### config.mk
export PLATFORM = sky130hd
export DESIGN_NAME = status_sync
export DESIGN_NICKNAME = d
export VERILOG_FILES = /design/src/rtl/status_sync_pkg.sv /design/src/rtl/status_sync_ch.sv /design/src/rtl/status_sync.sv
export SDC_FILE = /design/constraint.sdc
export NUM_CORES = 1
export LEC_CHECK = 0
export CORE_MARGIN = 2
export CORE_UTILIZATION = 53
export CTS_CLUSTER_SIZE = 24
export DETAILED_ROUTE_END_ITERATION = 6
export PLACE_DENSITY = 0.77
export SLEW_MARGIN = 15
export SYNTH_ARGS = -nofsm -noshare
export SYNTH_HDL_FRONTEND = slang
export SYNTH_SLANG_ARGS = --single-unit
export TNS_END_PERCENT = 20
### constraint.sdc
create_clock -name clk27 -period 2.95 [get_ports clk27]
set_clock_uncertainty 0.05 [all_clocks]
set_input_delay 0.885 -clock clk27 [delete_from_list [all_inputs] [get_ports clk27]]
set_output_delay 0.885 -clock clk27 [all_outputs]
set_load 0.05 [all_outputs]
### src/rtl/status_sync_pkg.sv
// rtl/status_sync_pkg.sv - shared defaults and stretch-mode encoding for status_sync
package status_sync_pkg;

    localparam int NUM_CH_DEFAULT      = 8;
    localparam int SYNC_STAGES_DEFAULT = 2;
    localparam int DB_W_DEFAULT        = 16;
    localparam int STR_W_DEFAULT       = 24;

    typedef enum logic {
        HOLD_AFTER_FALL = 1'b0,
        PULSE_ON_RISE   = 1'b1
    } stretch_mode_e;

endpackage

### src/rtl/status_sync_ch.sv
// rtl/status_sync_ch.sv - one status channel: synchroniser, debounce, edges, stretch, sticky
// Debounce counter is built only when STATUS_SYNC_DEBOUNCE_EN is defined.
module status_sync_ch
    import status_sync_pkg::*;
#(
    parameter int SYNC_STAGES = SYNC_STAGES_DEFAULT,
    parameter int DB_W        = DB_W_DEFAULT,
    parameter int STR_W       = STR_W_DEFAULT
) (
    input  logic             clk27,
    input  logic             clk_reset_n,
    input  logic             async_i,
    input  logic [DB_W-1:0]  db_len_i,
    input  logic [STR_W-1:0] stretch_len_i,
    input  logic             stretch_mode_i,
    input  logic             clear_i,
    output logic             sync_o,
    output logic             rise_o,
    output logic             fall_o,
    output logic             stretch_o,
    output logic             sticky_o
);

    localparam int STAGES = (SYNC_STAGES < 2) ? 2 : SYNC_STAGES;

    logic [STAGES-1:0] sync_q;
    logic              synced;
    logic              stable_q, stable_d;
    logic              prev_q;
    logic              sticky_q;
    logic              rise_nx, fall_nx;
    logic [STR_W-1:0]  str_cnt_q, str_cnt_d;
    stretch_mode_e     mode_q, mode_d, mode_live, mode_eff;

    assign synced    = sync_q[STAGES-1];
    assign mode_live = stretch_mode_e'(stretch_mode_i);

    always_ff @(posedge clk27 or negedge clk_reset_n) begin
        if (!clk_reset_n) begin
            sync_q <= '0;
        end else begin
            sync_q <= {sync_q[STAGES-2:0], async_i};
        end
    end

`ifdef STATUS_SYNC_DEBOUNCE_EN
    logic [DB_W-1:0] db_cnt_q, db_cnt_d;
    logic            db_done;

    // db_cnt_q counts earlier differing cycles, so the current one completes the run
    assign db_done = ({1'b0, db_cnt_q} + (DB_W+1)'(1)) >= {1'b0, db_len_i};

    always_comb begin
        stable_d = stable_q;
        db_cnt_d = '0;
        if (synced != stable_q) begin
            if (db_done) begin
                stable_d = synced;
            end else if (db_cnt_q != '1) begin
                db_cnt_d = db_cnt_q + DB_W'(1);
            end else begin
                db_cnt_d = db_cnt_q;
            end
        end
    end

    always_ff @(posedge clk27 or negedge clk_reset_n) begin
        if (!clk_reset_n) begin
            db_cnt_q <= '0;
        end else begin
            db_cnt_q <= db_cnt_d;
        end
    end
`else
    logic unused_db_len;
    assign unused_db_len = ^db_len_i;
    assign stable_d      = synced;
`endif

    assign rise_nx = stable_d & ~stable_q;
    assign fall_nx = ~stable_d & stable_q;

    // The count is loaded on the same edge that raises sync_o so stretch covers the rise cycle
    always_comb begin
        str_cnt_d = (str_cnt_q != '0) ? str_cnt_q - STR_W'(1) : '0;
        mode_d    = mode_q;
        if (rise_nx) begin
            if (mode_live == PULSE_ON_RISE) begin
                str_cnt_d = stretch_len_i;
                mode_d    = PULSE_ON_RISE;
            end else begin
                str_cnt_d = '0;
            end
        end else if (fall_nx && mode_live == HOLD_AFTER_FALL) begin
            str_cnt_d = stretch_len_i;
            mode_d    = HOLD_AFTER_FALL;
        end
    end

    always_ff @(posedge clk27 or negedge clk_reset_n) begin
        if (!clk_reset_n) begin
            stable_q  <= 1'b0;
            prev_q    <= 1'b0;
            str_cnt_q <= '0;
            mode_q    <= HOLD_AFTER_FALL;
            sticky_q  <= 1'b0;
        end else begin
            stable_q  <= stable_d;
            prev_q    <= stable_q;
            str_cnt_q <= str_cnt_d;
            mode_q    <= mode_d;
            if (rise_o) begin
                sticky_q <= 1'b1;
            end else if (clear_i) begin
                sticky_q <= 1'b0;
            end
        end
    end

    // A running count keeps the mode it was loaded with; an idle channel follows the input
    assign mode_eff  = (str_cnt_q == '0) ? mode_live : mode_q;

    assign sync_o    = stable_q;
    assign rise_o    = stable_q & ~prev_q;
    assign fall_o    = ~stable_q & prev_q;
    assign stretch_o = (str_cnt_q != '0) | (stable_q & (mode_eff == HOLD_AFTER_FALL));
    assign sticky_o  = sticky_q;

endmodule

### src/rtl/status_sync.sv
// rtl/status_sync.sv - NUM_CH status channels sharing debounce/stretch lengths
// Debounce is enabled with STATUS_SYNC_DEBOUNCE_EN; otherwise db_len_i is ignored.
module status_sync
    import status_sync_pkg::*;
#(
    parameter int NUM_CH      = NUM_CH_DEFAULT,
    parameter int SYNC_STAGES = SYNC_STAGES_DEFAULT,
    parameter int DB_W        = DB_W_DEFAULT,
    parameter int STR_W       = STR_W_DEFAULT
) (
    input  logic              clk27,
    input  logic              clk_reset_n,
    input  logic [NUM_CH-1:0] async_i,
    input  logic [DB_W-1:0]   db_len_i,
    input  logic [STR_W-1:0]  stretch_len_i,
    input  logic [NUM_CH-1:0] stretch_mode_i,
    input  logic [NUM_CH-1:0] clear_i,
    output logic [NUM_CH-1:0] sync_o,
    output logic [NUM_CH-1:0] rise_o,
    output logic [NUM_CH-1:0] fall_o,
    output logic [NUM_CH-1:0] stretch_o,
    output logic [NUM_CH-1:0] sticky_o
);

    for (genvar g = 0; g < NUM_CH; g++) begin : g_ch
        status_sync_ch #(
            .SYNC_STAGES (SYNC_STAGES),
            .DB_W        (DB_W),
            .STR_W       (STR_W)
        ) u_ch (
            .clk27          (clk27),
            .clk_reset_n    (clk_reset_n),
            .async_i        (async_i[g]),
            .db_len_i       (db_len_i),
            .stretch_len_i  (stretch_len_i),
            .stretch_mode_i (stretch_mode_i[g]),
            .clear_i        (clear_i[g]),
            .sync_o         (sync_o[g]),
            .rise_o         (rise_o[g]),
            .fall_o         (fall_o[g]),
            .stretch_o      (stretch_o[g]),
            .sticky_o       (sticky_o[g])
        );
    end

endmodule
==> summary.md <==
| Metric | Value |
|---|---|
| Crit path DAT | `about 2.5 ns` |
| Number of buffers added on ports | `89` |
| Seq pwr share | `0.426` |
| Initial antenna violation count | `0` |
| Clock share of power | `0.302` |
| Clock buffer depth | `3` |
| Die footprint | `between 20000 and 25000 sq um` |
| Commonest cells post-synth | `232 x dfrtp_1, 228 x nand2_1, 118 x o21ai_0` |
| Area share of the largest cell type after synthesis | `0.470` |
| Die Width | `157 microns` |
| Sequential-to-total area share from yosys stat | `0.470` |
| Pwr/cell area | `746 nW/um^2` |
| Post-synthesis cell type count | `between 50 and 60` |
| Crit path max fanout | `2` |
| Gate power share | `0.271` |
| Cell with the most instances after synthesis | `dfrtp_1` |
| Inst Count DP | `1683` |
| CP Capture Type | `primary output` |
| Max-cap violations | `0` |
| Sw frac | `0.334` |
| Total CTS buffers | `26` |
| Top cells by area, synth | `dfrtp_1 47%, xnor2_1 7.9%, nand2_1 6.9%` |
| Reg-to-reg endpoint | `g_ch[2].u_ch.str_cnt_q[6]` |
| Num ports | `roughly 110` |
| Final #Nets | `1500` |
| Core ar. | `roughly 23000 sq um` |
| Final max-slew violation count | `0` |
| Post-synth ARST share | `1.00` |
| Drt total wl | `around 32000 microns` |
| Worst min path class | `in2async` |
| Ys flop type | `dfrtp_1` |
| Post-DR vias/cell | `~5.7` |
| H-tree depth | `1` |
| Avg WL per Cell | `around 18 microns` |
| Yosys reg bits | `approximately 230` |
| Status | `complete, but fails checks` |
| First-pass GRT wire length | `slightly above 50000 microns` |
| Max Clock Freq | `approximately 290 MHz` |
| EDFF count, synth | `0` |
| Number of cells on the worst reg-to-reg path | `14` |
| Die H | `157 microns` |
| Gr ovfl total | `0` |
| Req. time, crit path | `just over 2 ns` |
| Post-DP HPWL | `just under 20000 microns` |
| Final antenna-violating net count | `0` |
| Finished Layout Cells | `1750` |
| RSZ-0062 raised after global routing | `true` |
| R2r startpoint | `g_ch[2].u_ch.str_cnt_q[11]` |
| Worst vdd ir | `0.381 mV` |
| Final Cycle Share | `1.16` |
| # fillers | `1762` |
| Vias in the first global route | `about 9800` |
| Root Buffer | `clkbuf_16` |
| Clock slew at reported path FFs | `roughly 0.060 ns` |
| Mapped Area | `12400 sq um` |
| # DRC | `0` |
| TritonCTS clock tree | `done` |
| Share of post-route cells with drive strength above 1 | `0.128` |
| Final Wtd Congestion | `0.824` |
| Ys Warns | `0` |
| Tightest Pin Transition | `around 0.84 ns` |
| Yosys top cell by area | `dfrtp_1` |
| Rel. slew slack | `0.438` |
| Row cnt | `55` |
| DR pass1 iterations | `5` |
| Worst-Skew Late Latency | `0.53 ns` |
| CTS sink count | `232` |
| Routed vias | `between 10000 and 15000` |
| Final setup violation count | `8` |
| Final Hold Viols | `0` |
| Startpoint Class | `flip-flop` |
| Setup WS pre-CTS | `-0.0412 ns` |
| Switch Pwr | `roughly 3700 uW` |
| Leak | `slightly below 0.006 uW` |
| Initial detailed-routing violation count | `around 800` |
| Tmin final | `3.44 ns` |
| Pin count of the biggest net entering global routing | `between 50 and 60` |
| Post-CTS Hold Fix Bufs | `0` |
| Mapped Nets | `approximately 1400` |
| Area grow syn2layout | `19.1%` |
| Worst reg-to-reg setup slack | `about 0.030 ns` |
| Mean post-synth cell area | `approximately 9.2 sq um` |
| Worst Setup Slack, final | `-0.486 ns` |
| Starting Density | `0.542` |
| All-layer global routing usage | `0.262` |
| Power Internal | `between 7000 and 8000 uW` |
| Antenna Cells | `0` |
| Syn Inst Count | `between 1000 and 1500` |
| Worst Setup Path Type | `reg2out` |
| Failing checks | `negative setup slack` |
==> cell type report <==
cell class / instances / area [sq um] / area share
Clock buffer: 39 / 771 / 0.0524
Clock inverter: 8 / 115 / 0.00782
Inverter: 34 / 128 / 0.00867
Multi-Input combinational cell: 973 / 6040 / 0.411
Sequential cell: 232 / 5810 / 0.395
Tap cell: 313 / 392 / 0.0266
Timing Repair Buffer: 151 / 1460 / 0.0993
==> placed cells by master, fill, tap and decap left out, types with 4 or more instances in the layout <==
master           instances
xor2_1                  60
clkbuf_8                 5
nor2b_1                 23
inv_1                   34
nor2_1                  73
xnor2_1                112
nand2b_1                12
nor4_2                  14
dlymetal6s2s_1           6
nor3_2                   6
a21oi_1                  4
clkbuf_1                 7
buf_6                   12
buf_4                   53
or4_4                   15
clkbuf_16               27
o21ai_0                115
nand4_1                 14
or4_1                   20
nor3_1                  49
nor4_4                   6
or2_2                    4
o22ai_1                  6
nor4_1                  26
or3_1                   17
dfrtp_1                229
buf_12                   5
o21ai_1                 81
nand3_1                 19
a21o_1                   8
clkdlybuf4s50_1         72
nand2_1                227
nand3b_1                 5
ha_1                    16
clkinv_2                 5
==> worst max-delay path by stage <==
stage | from | endpoint
finish | g_ch[7].u_ch.str_cnt_q[19] | stretch_o[7]
detailed placement | g_ch[7].u_ch.str_cnt_q[19] | stretch_o[7]
global placement | g_ch[7].u_ch.str_cnt_q[19] | stretch_o[7]
CTS | g_ch[7].u_ch.str_cnt_q[19] | stretch_o[7]
floorplan | g_ch[4].u_ch.str_cnt_q[8] | stretch_o[4]
global route | g_ch[7].u_ch.str_cnt_q[19] | stretch_o[7]
==> flip-flops by register name (all words and copies together) (netlist names) <==
signal,cells
g_ch.u_ch.str_cnt_q,192
g_ch.u_ch.sync_o,8
g_ch.u_ch.sticky_o,8
g_ch.u_ch.prev_q,8
g_ch.u_ch.sync_q,16
==> routing by layer <==
metal / routed length, microns / global-route usage / vias up
met4: 1180 / 0.0869 / 0
met2: 14800 / 0.424 / 347
met5: 0 / 0 / -
met1: 13500 / 0.358 / 4897
li1: - / - / 4686
met3: 2510 / 0.0493 / 88
==> logic make-up after synthesis <==
family / synth area share
flops: 0.470
buf+inv: 0.0597
compound gates: 0.0993
fa+ha+maj: 0.0162
simple gates: 0.231
xor+xnor: 0.122
mux: 0.00172
==> worst max-delay path, stage by stage, from the launching register on <==
cell and delay (ns):
dfrtp_1 0.38, or4_4 0.55, or4_4 0.44, nor4_2 0.25
buf_4 0.16, o21ai_2 0.05, buf_6 0.15
==> power groups by stage <==
stage | Combinational (uW) | Clock (uW) | Sequential [uW]
2_1_floorplan | 2100 | 0 | 4510
3_3_place_gp | 2670 | 0 | 4630
3_5_place_dp | 2770 | 0 | 4660
4_1_cts | 2880 | 3390 | 4650
5_1_grt | 3320 | 3520 | 4790
6_report | 2980 | 3320 | 4680
==> through the flow <==
| stage | power, uW | hold WS [ns] | area (sq um) | TNS, ns | utilization |
|---|---|---|---|---|---|
| global route | 11600 | 0.257 | 14700 | -3.24 | 0.646 |
| floorplan | 6610 | 0.281 | 12400 | 0 | - |
| finish | 11000 | 0.233 | 14700 | -2.12 | 0.646 |
| global placement | 7300 | 0.283 | 13400 | -0.0567 | 0.589 |
| CTS | 10900 | 0.239 | 14600 | -3.00 | 0.640 |
| detailed placement | 7430 | 0.285 | 13400 | -0.0412 | 0.589 |
==> what timing repair did <==
item	4_1_cts	5_1_grt
resized for setup	45	23
setup buffers	12	9
endpoints found under the setup margin	10	38
pin swaps	26	11
gates cloned	0	2
(Power assumes the default switching activity.)
